==> src/rtl/cs_pkg.sv <==
// Shared constants for the CS series core and its downstream stages.
package cs_pkg;

  localparam int CS_XW  = 8;   // X sample width
  localparam int CS_YW  = 10;  // Y result width
  localparam int CS_WIN = 9;   // X samples needed before the first valid Y

endpackage

==> src/rtl/cs_fifo.sv <==
// Synchronous first-word-fall-through FIFO with a registered head word.
// Occupancy is tracked by an explicit count, so pointers only need to wrap
// modulo DEPTH and full/empty are never ambiguous.
module cs_fifo #(
  parameter int DW    = 10,
  parameter int DEPTH = 8
) (
  input  logic                       clk,
  input  logic                       reset,
  input  logic                       clear,
  input  logic                       push,
  input  logic                       pop,
  input  logic [DW-1:0]              din,
  output logic [DW-1:0]              dout,
  output logic                       empty,
  output logic                       full,
  output logic [$clog2(DEPTH+1)-1:0] fill
);

  localparam int PW = (DEPTH > 1) ? $clog2(DEPTH) : 1;
  localparam int FW = $clog2(DEPTH+1);

  logic [DW-1:0] mem [DEPTH];
  logic [PW-1:0] wr_ptr;
  logic [PW-1:0] rd_ptr;
  logic [PW-1:0] rd_nxt;
  logic [FW-1:0] cnt;
  logic          pop_ok;
  logic          push_ok;

  // Qualify requests against occupancy; a full FIFO accepts a push only
  // when the head leaves on the same edge.
  always_comb begin
    empty   = (cnt == '0);
    full    = (cnt == FW'(DEPTH));
    pop_ok  = pop & ~empty;
    push_ok = push & (~full | pop_ok);
    rd_nxt  = rd_ptr + 1'b1;
    fill    = cnt;
  end

  // Storage, pointers, occupancy and the head register.
  // The head register is reloaded from the entry behind the popped one, or
  // straight from din when that entry is the one being written this edge,
  // and otherwise holds so an empty FIFO keeps showing its last word.
  always_ff @(posedge clk or negedge reset) begin
    if (!reset) begin
      for (int unsigned i = 0; i < DEPTH; i++) mem[i] <= '0;
      wr_ptr <= '0;
      rd_ptr <= '0;
      cnt    <= '0;
      dout   <= '0;
    end else if (clear) begin
      for (int unsigned i = 0; i < DEPTH; i++) mem[i] <= '0;
      wr_ptr <= '0;
      rd_ptr <= '0;
      cnt    <= '0;
      dout   <= '0;
    end else begin
      if (push_ok) begin
        mem[wr_ptr] <= din;
        wr_ptr      <= wr_ptr + 1'b1;
      end
      if (pop_ok) rd_ptr <= rd_nxt;
      case ({push_ok, pop_ok})
        2'b10:   cnt <= cnt + 1'b1;
        2'b01:   cnt <= cnt - 1'b1;
        default: cnt <= cnt;
      endcase
      if (pop_ok) begin
        if (cnt > FW'(1))  dout <= mem[rd_nxt];
        else if (push_ok)  dout <= din;
      end else if (push_ok && empty) begin
        dout <= din;
      end
    end
  end

endmodule

==> src/rtl/cs_y_collector.sv <==
// Collects valid CS Y results after the warm-up window into a FIFO and
// presents them on a valid/ready stream, flagging and counting drops.
module cs_y_collector
  import cs_pkg::*;
#(
  parameter int DW     = CS_YW,
  parameter int DEPTH  = 8,
  parameter int WARMUP = CS_WIN,
  parameter int CNT_W  = 16
) (
  input  logic                       clk,
  input  logic                       reset,
  input  logic                       clear,
  input  logic                       x_strobe,
  input  logic [DW-1:0]              y_in,
  output logic [DW-1:0]              out_data,
  output logic                       out_valid,
  input  logic                       out_ready,
  output logic [$clog2(DEPTH+1)-1:0] fill,
  output logic                       overflow,
  output logic [CNT_W-1:0]           sample_cnt
);

  localparam int WW = (WARMUP > 1) ? $clog2(WARMUP) : 1;
  localparam logic [WW-1:0] WMAX = WW'(WARMUP - 1);

  logic          strobe_d;
  logic [WW-1:0] wcnt;
  logic          capture;
  logic          push;
  logic          pop;
  logic          empty;
  logic          full;

  // Capture decision and push acceptance for the current edge.
  always_comb begin
    out_valid = ~empty;
    pop       = out_valid & out_ready;
    capture   = strobe_d & (wcnt == WMAX);
    push      = capture & (~full | pop);
  end

  // Warm-up tracking, drop flag and accepted-result counter.
  always_ff @(posedge clk or negedge reset) begin
    if (!reset) begin
      strobe_d   <= 1'b0;
      wcnt       <= '0;
      overflow   <= 1'b0;
      sample_cnt <= '0;
    end else if (clear) begin
      strobe_d   <= 1'b0;
      wcnt       <= '0;
      overflow   <= 1'b0;
      sample_cnt <= '0;
    end else begin
      strobe_d <= x_strobe;
      if (strobe_d && wcnt != WMAX) wcnt <= wcnt + 1'b1;
      if (capture && !push) overflow <= 1'b1;
      if (push && sample_cnt != '1) sample_cnt <= sample_cnt + 1'b1;
    end
  end

  cs_fifo #(
    .DW    (DW),
    .DEPTH (DEPTH)
  ) u_fifo (
    .clk   (clk),
    .reset (reset),
    .clear (clear),
    .push  (push),
    .pop   (pop),
    .din   (y_in),
    .dout  (out_data),
    .empty (empty),
    .full  (full),
    .fill  (fill)
  );

endmodule

==> config.mk <==
export PLATFORM = sky130hd
export DESIGN_NAME = cs_y_collector
export DESIGN_NICKNAME = d
export VERILOG_FILES = /design/src/rtl/cs_pkg.sv /design/src/rtl/cs_fifo.sv /design/src/rtl/cs_y_collector.sv
export SDC_FILE = /design/constraint.sdc
export NUM_CORES = 1
export LEC_CHECK = 0
export CAP_MARGIN = 5
export CORE_MARGIN = 2
export CORE_UTILIZATION = 45
export DETAILED_ROUTE_END_ITERATION = 12
export GPL_TIMING_DRIVEN = 0
export MAX_ROUTING_LAYER = met4
export PLACE_DENSITY_LB_ADDON = 0.25
export SKIP_LAST_GASP = 1
export SYNTH_ARGS = -nofsm -noshare
export SYNTH_HDL_FRONTEND = slang
export SYNTH_HIERARCHICAL = 1
export SYNTH_SLANG_ARGS = --single-unit
==> constraint.sdc <==
create_clock -name clk -period 9.21 [get_ports clk]
set_input_delay 1.842 -clock clk [delete_from_list [all_inputs] [get_ports clk]]
set_output_delay 1.842 -clock clk [all_outputs]
set_load 0.05 [all_outputs]
; ---- After elaboration in Yosys (flattened, before gate mapping)
; Cells that the tools add are included.
[op_classes]
addsub = 6
n_mul = 0
div_mod_pow = 0
magnitude_cmp = 4
n_eq_ne = 7
shift = 0
muxes = 26
n_bitwise = 11
n_reduce_logical = 15
[ops]
columns = operator, count
row1 = 80-bit two-way mux, 2
row2 = 80-bit bitwise mux, 1
row3 = 10-bit two-way mux, 8
row4 = 16-bit two-way mux, 2
row5 = 10-bit binary-select mux with 3-bit select, 1
row6 = 10-bit demux with 3-bit select, 1
row7 = "16-bit by 1-bit adder with 16-bit output, second input constant", 1
row8 = "16-bit != test, second input constant", 1
row9 = 3-bit two-way mux, 4
row10 = 4-bit two-way mux, 3
row11 = 2-bit nonzero test, 5
row12 = "4-bit by 1-bit adder with 4-bit output, second input constant", 2
row13 = "4-bit equality test, second input constant", 2
row14 = "4-bit >= comparator, second input constant", 2
row15 = "4-bit != test, second input constant", 2
row16 = 3-bit NOT with 4-bit output, 2
row17 = 4-bit one-hot mux with 2 select lines, 1
row18 = "3-bit by 1-bit adder with 3-bit output, second input constant", 2
row19 = 3-bit nonzero test, 2
row20 = 1-bit bitwise AND, 5
row21 = 1-bit logical AND, 5
row22 = "4-bit by 1-bit > comparator with 1-bit output, second input constant", 1
row23 = 4-bit logical NOT, 1
row24 = "4-bit by 1-bit < comparator with 1-bit output, second input constant", 1
row25 = other kinds (8), 12
[totals]
regBits = 122
latch_bits = 0
mem_bits_rw = 0
romBits = 0
in_bits = 15
elab_cells = 85
memories = 0

; ---- Longest topological paths before layout
; Gate-level depths: netlist (run 1).
[depth]
depth_word = 10
ltp_mapped = 18
depth_no_buf = 14

; ---- By module
; Netlist (run 1), hierarchy kept.
[modules_own_cells]
columns = mod, instances, cells_each, area_each_um2, seq_area_each_um2
row1 = cs_fifo, 1, 474, 5098.6, 2502.4
row2 = cs_y_collector, 1, 134, 1276.2, 550.5

; ---- Worst setup path after synthesis (run 1)
; No wires, ideal clock.
[synth_path]
kind = input -> register
from = in out_ready
to = reg u_fifo.cnt[3], in the netlist u_fifo/fill[3]
setup_ns = 0.132
t_arrival_ns = 3.715
required_ns = 9.078
path_slack_ns = 5.363
stages = 11
n_path_buf = 2
path_cell_list = nand2_1 -> inv_1 -> o21ai_1 -> buf_2 -> clkbuf_1 -> inv_1 -> or4b_1 -> nor3_1 -> o221ai_1 -> xor2_1 -> nor2_1
[synth_between]
elab_chain_cells = 7
word_cells_on_any_way = 11
classes_between = eq/ne (2) / mux (2) / bitwise (6) / reduce/logical (1)
[synth_rtl]
columns = element, line_no
row1 = "start, declared", cs_y_collector.sv:18  ; input logic out_ready,
row2 = 1-bit bitwise AND *, cs_y_collector.sv:38  ; pop = out_valid & out_ready;
row3 = named net pop, cs_y_collector.sv:31  ; logic pop;
row4 = 1-bit OR *, cs_y_collector.sv:40  ; push = capture & (~full | pop);
row5 = 1-bit bitwise AND *, cs_y_collector.sv:40
row6 = named net push, cs_y_collector.sv:30  ; logic push;
row7 = 1-bit bitwise AND *, cs_fifo.sv:37  ; push_ok = push & (~full | pop_ok);
row8 = 2-bit by 1-bit equality test with 1-bit output or 2-bit equality test (tied branches), cs_fifo.sv:65  ; case ({push_ok, pop_ok})
row9 = 4-bit one-hot mux with 2 select lines, cs_fifo.sv:65
row10 = 4-bit two-way mux, cs_fifo.sv:53  ; end else if (clear) begin
row11 = "end signal, assigned", cs_fifo.sv:66  ; 2'b10: cnt <= cnt + 1'b1;
row12 = "end signal, assigned", cs_fifo.sv:67  ; 2'b01: cnt <= cnt - 1'b1;
row13 = "end signal, assigned", cs_fifo.sv:68  ; default: cnt <= cnt;
row14 = "end, declared", cs_fifo.sv:27  ; logic [FW-1:0] cnt;
; The timed path passes the listed nets; every way through them passes the cells marked *.
; A chain may end at the register's enable or synchronous reset.

; ---- Final worst setup path (run 1)
[layout_path]
from = in out_ready
to = reg u_fifo.dout[5]
[layout_between]
elab_chain_cells = 7
word_cells_on_any_way = 12
classes_between = eq/ne (1) / mux (2) / bitwise (6) / reduce/logical (3)
[layout_rtl]
columns = element, line_no
row1 = 1-bit bitwise AND *, cs_y_collector.sv:38
row2 = named net pop, cs_y_collector.sv:31
row3 = 1-bit OR *, cs_y_collector.sv:40
row4 = 1-bit bitwise AND *, cs_y_collector.sv:40
row5 = named net push, cs_y_collector.sv:30
row6 = 1-bit bitwise AND *, cs_fifo.sv:37
row7 = 1-bit logical AND, cs_fifo.sv:73  ; end else if (push_ok && empty) begin
row8 = 3-bit nonzero test (no line), --
row9 = 2-bit AND reduction (no line) *, --
row10 = "end signal, assigned", cs_fifo.sv:71  ; if (cnt > FW'(1)) dout <= mem[rd_nxt];
row11 = "end signal, assigned", cs_fifo.sv:72  ; else if (push_ok) dout <= din;
row12 = "end signal, assigned", cs_fifo.sv:74  ; dout <= din;
row13 = "end, declared", cs_fifo.sv:14  ; output logic [DW-1:0] dout,
; Marked as above.

==> impl_metrics.toml, run 1 <==
[outcome]
status = "completed"

[routing]
vias = 4836
antenna_left = 0
first_iter_violations = 384
wl_per_cell_um = 18.38
route.detailed.drc = 0
viasPerCell = 5.663
drt_pre_antenna_iters = 5
wirelength_mm = 15.70

[worst_hold_path]
holdPathStages = 2
hold-path-endpoint = "overflow$_DFFE_PN0P_"
hp-class = "flip-flop to flip-flop"
hold_start = "overflow$_DFFE_PN0P_"

[global_routing]
grt_usage_pct = 23.25
grt_antenna_before_repair = 0
overflow = 0
grt_first_pass_wirelength_mm = 25.77
grt_max_degree = 65
grt_pass1_vias = 4912

[timing]
finalSetupViolCount = 0
rsz0062_at_grt = "false"
relSlewSlack_pct = 20.00
maxSlewViolCount = 0
min_period_ns = 4.651
max_slew.worst_pin.slew_ns = 1.197
fin_setup_tns_ns = 0
finClkSkew_ns = 0.007353
clock.fmax_mhz = 215.0
hold_viol = 0
fin_crit_sh_pct = 50.50

[critical_path]
cp.required_ns = 9.57
endpoint_kind = "flip-flop"
critPathMaxFanout = 10
ff2ff_path_depth = 14
r2r_slack_ns = 5.13
critPathKind = "input port to flip-flop"
slowest_stage = "nor2_1"
r2r-end = "u_fifo/dout[5]$_DFFE_PN0P_"
crit_family = "buffers and inverters"
cp_cell_sequence = "clkdlybuf4s50_1, nand2_1, inv_1, o21ai_1, buf_2, clkbuf_1, inv_1, buf_4, o22a_1, nor2_1, a221o_1"
slowest_delay_ns = 0.72
reg2reg_from = "u_fifo/fill[1]$_DFFE_PN0P_"
cp-start-kind = "input port"
arrival_ns = 5.01
crit_path_frequent_cell = "inv_1"
crit_buf_inv = 6

[die]
die_y_um = 123.0
floorplan.core_area_um2 = 13880
dieArea_um2 = 15130
rows = 43
fp.dieW_um = 123.0
start_util_pct = 45.93
io_pins = 47

[placed_design]
io_buffers = 36
place_congestion = 0.8498
dp_hpwl_mm = 10.35
dp_cells = 825

[finish]
finalNetCount = 687
synthToLayoutAreaGrowth_pct = 18.55
diodes = 0
fillers = 1231
drive_gt1_share_pct = 9.050
fin_cells = 854

[pwr]
power_density_nw_per_um2 = 161.4
ir_worst_vdd_mv = 0.1141
p_leak_nw = 3.365

[cts]
cts_made_buffers = 17
post-cts-setup-buffers = 0
cts_tree = "done"
post_cts_resized = 0
clkLatencyLatePin_ns = 0.42
clk_pin_slew_ns = 0.05
ctsLongestPathBuffers = 2
cts-root-buf = "clkbuf_16"
cts-hold-fix-buffers = 0
clock_sinks = 122
htreeDepth = 4

[logic_synthesis]
yosysTopAreaCellShare_pct = 47.89
async_flop_share_pct = 100.0
synthCells = 608
synthTopCellsByCount = "mux2i_1 (124), dfrtp_1 (122), nor2_1 (107)"
syn-num-nets = 631
syn_area_per_cell_um2 = 10.48
yosys.area.top_type = "dfrtp_1"
synth_warnings = 6
synth_edf_count = 0
synth_seq_cells = 122
synth_most_common_cell = "mux2i_1"
yosysSeqAreaShare_pct = 47.89
synth_area_leaders = "dfrtp_1 (48%), mux2i_1 (19%), nor2_1 (6.3%), a21oi_1 (2.0%), clkbuf_1 (1.6%)"
synth_top_flop_cell = "dfrtp_1"
synth_area_um2 = 6375
synth_cell_types = 51

[job]
maxCapViolCount = 0
==> how the worst max path moves through the flow <==
stage | startpoint | to | slack (ns) | cells after the start
6_report | out_ready | u_fifo/dout[5]$_DFFE_PN0P_ | 4.56 | 11
5_1_grt | out_ready | u_fifo/dout[3]$_DFFE_PN0P_ | 4.35 | 11
4_1_cts | out_ready | u_fifo/dout[5]$_DFFE_PN0P_ | 4.54 | 11
3_5_place_dp | out_ready | u_fifo/dout[5]$_DFFE_PN0P_ | 4.12 | 11
3_3_place_gp | reset | u_fifo/mem[44]$_DFFE_PN0P_ | 1.63 | 1
2_1_floorplan | out_ready | u_fifo/fill[3]$_DFFE_PN0P_ | 5.36 | 11
==> through the flow <==
stage	setup slack (ns)	instance area [um2]	utilization, %	hold WS (ns)	power [mW]
final	4.559	7557	54.44	0.5036	1.220
after global routing	4.348	7557	54.44	0.5291	1.261
after detailed placement	4.120	6989	50.35	0.4950	0.5876
after CTS	4.541	7557	54.44	0.5081	1.233
after floorplan	5.363	6375	-	0.4855	0.5634
after global placement	1.627	6960	50.14	0.4898	0.5851
==> power by group <==
part           switching, mW  internal (mW)  leakage (nW)
Clock                  0.228          0.414         0.274
Combinational         0.0319        0.00771          1.39
Sequential          0.000764          0.537          1.70
==> layout by cell type (no fill, tap or decap), types with 10 or more instances in the layout <==
cell             netlist  layout
mux2i_1              124     124
dfrtp_1              122     122
nor2_1               107     107
clkdlybuf4s50_1        0      35
clkbuf_1              27      29
a21oi_1               25      25
nand2_1               24      24
clkbuf_16              0      17
inv_1                 16      16
and3_1                11      11
a22oi_1               11      11
buf_2                 10      10
nand3_1               10      10
or4_1                 10      10
a221o_1               10      10
==> final cells by class <==
cell class              count  area [um2]  share of cell area, %
flip-flops and latches    122        3053                  40.40
multi-input cells         424        3043                  40.26
clock buffers              22       474.2                  6.275
repair buffers             37       389.1                  5.149
well taps                 180       225.2                  2.980
plain buffers              46       219.0                  2.897
clock inverters             7       93.84                  1.242
inverters                  16       60.06                 0.7947
==> tightest hold or removal path, stage by stage (launching register included) <==
cell and delay (ns):
dfrtp_1 0.35, a31oi_1 0.04, nor2_1 0.07
==> layer usage <==
metal	GRT usage (%)	part of all wire [%]	up-vias
met5	-	0	-
met4	7.670	1.5	0
met3	5.351	4.2	24
met2	35.95	47	107
met1	30.42	47	2441
li1	-	-	2264
==> registers in the layout (all words and copies together), names as in the netlist, 3 cells and up <==
register	flops
wcnt	4
u_fifo/mem	80
u_fifo/dout	10
u_fifo/fill	4
u_fifo/wr_ptr	3
u_fifo/rd_ptr	3
sample_cnt	16
==> cell families after synthesis <==
logic type	Yosys count	share of synthesized area (%)
and+or+nand+nor	200	15.88
DFF	122	47.89
xor gates and xnor gates	11	1.511
buffers and inverters	62	4.377
AOI/OAI and AO/OA	75	8.244
adders and majority gates	8	1.570
muxes	130	20.53
No activity file was read; power rests on OpenSTA's default activity.
==> run 2: changes to the inputs <==
clock period = 4.7 ns   (was 9.21 ns; I/O delays follow)
==> results of run 2 <==
The final DEF is identical to that of run 1. Status: completed.
Among the figures that moved: setup slack after placement 4.120 ns -> 0.5122 ns; setup slack after layout 4.559 ns -> 0.6196 ns; hold slack 0.5036 ns -> 0.4840 ns; start point of the critical path out_ready -> u_fifo/fill[1]$_DFFE_PN0P_; register-to-register setup slack 5.13 ns -> 0.62 ns; total power 1.220 mW -> 2.390 mW; worst IR drop on VDD 0.1141 mV -> 0.2236 mV
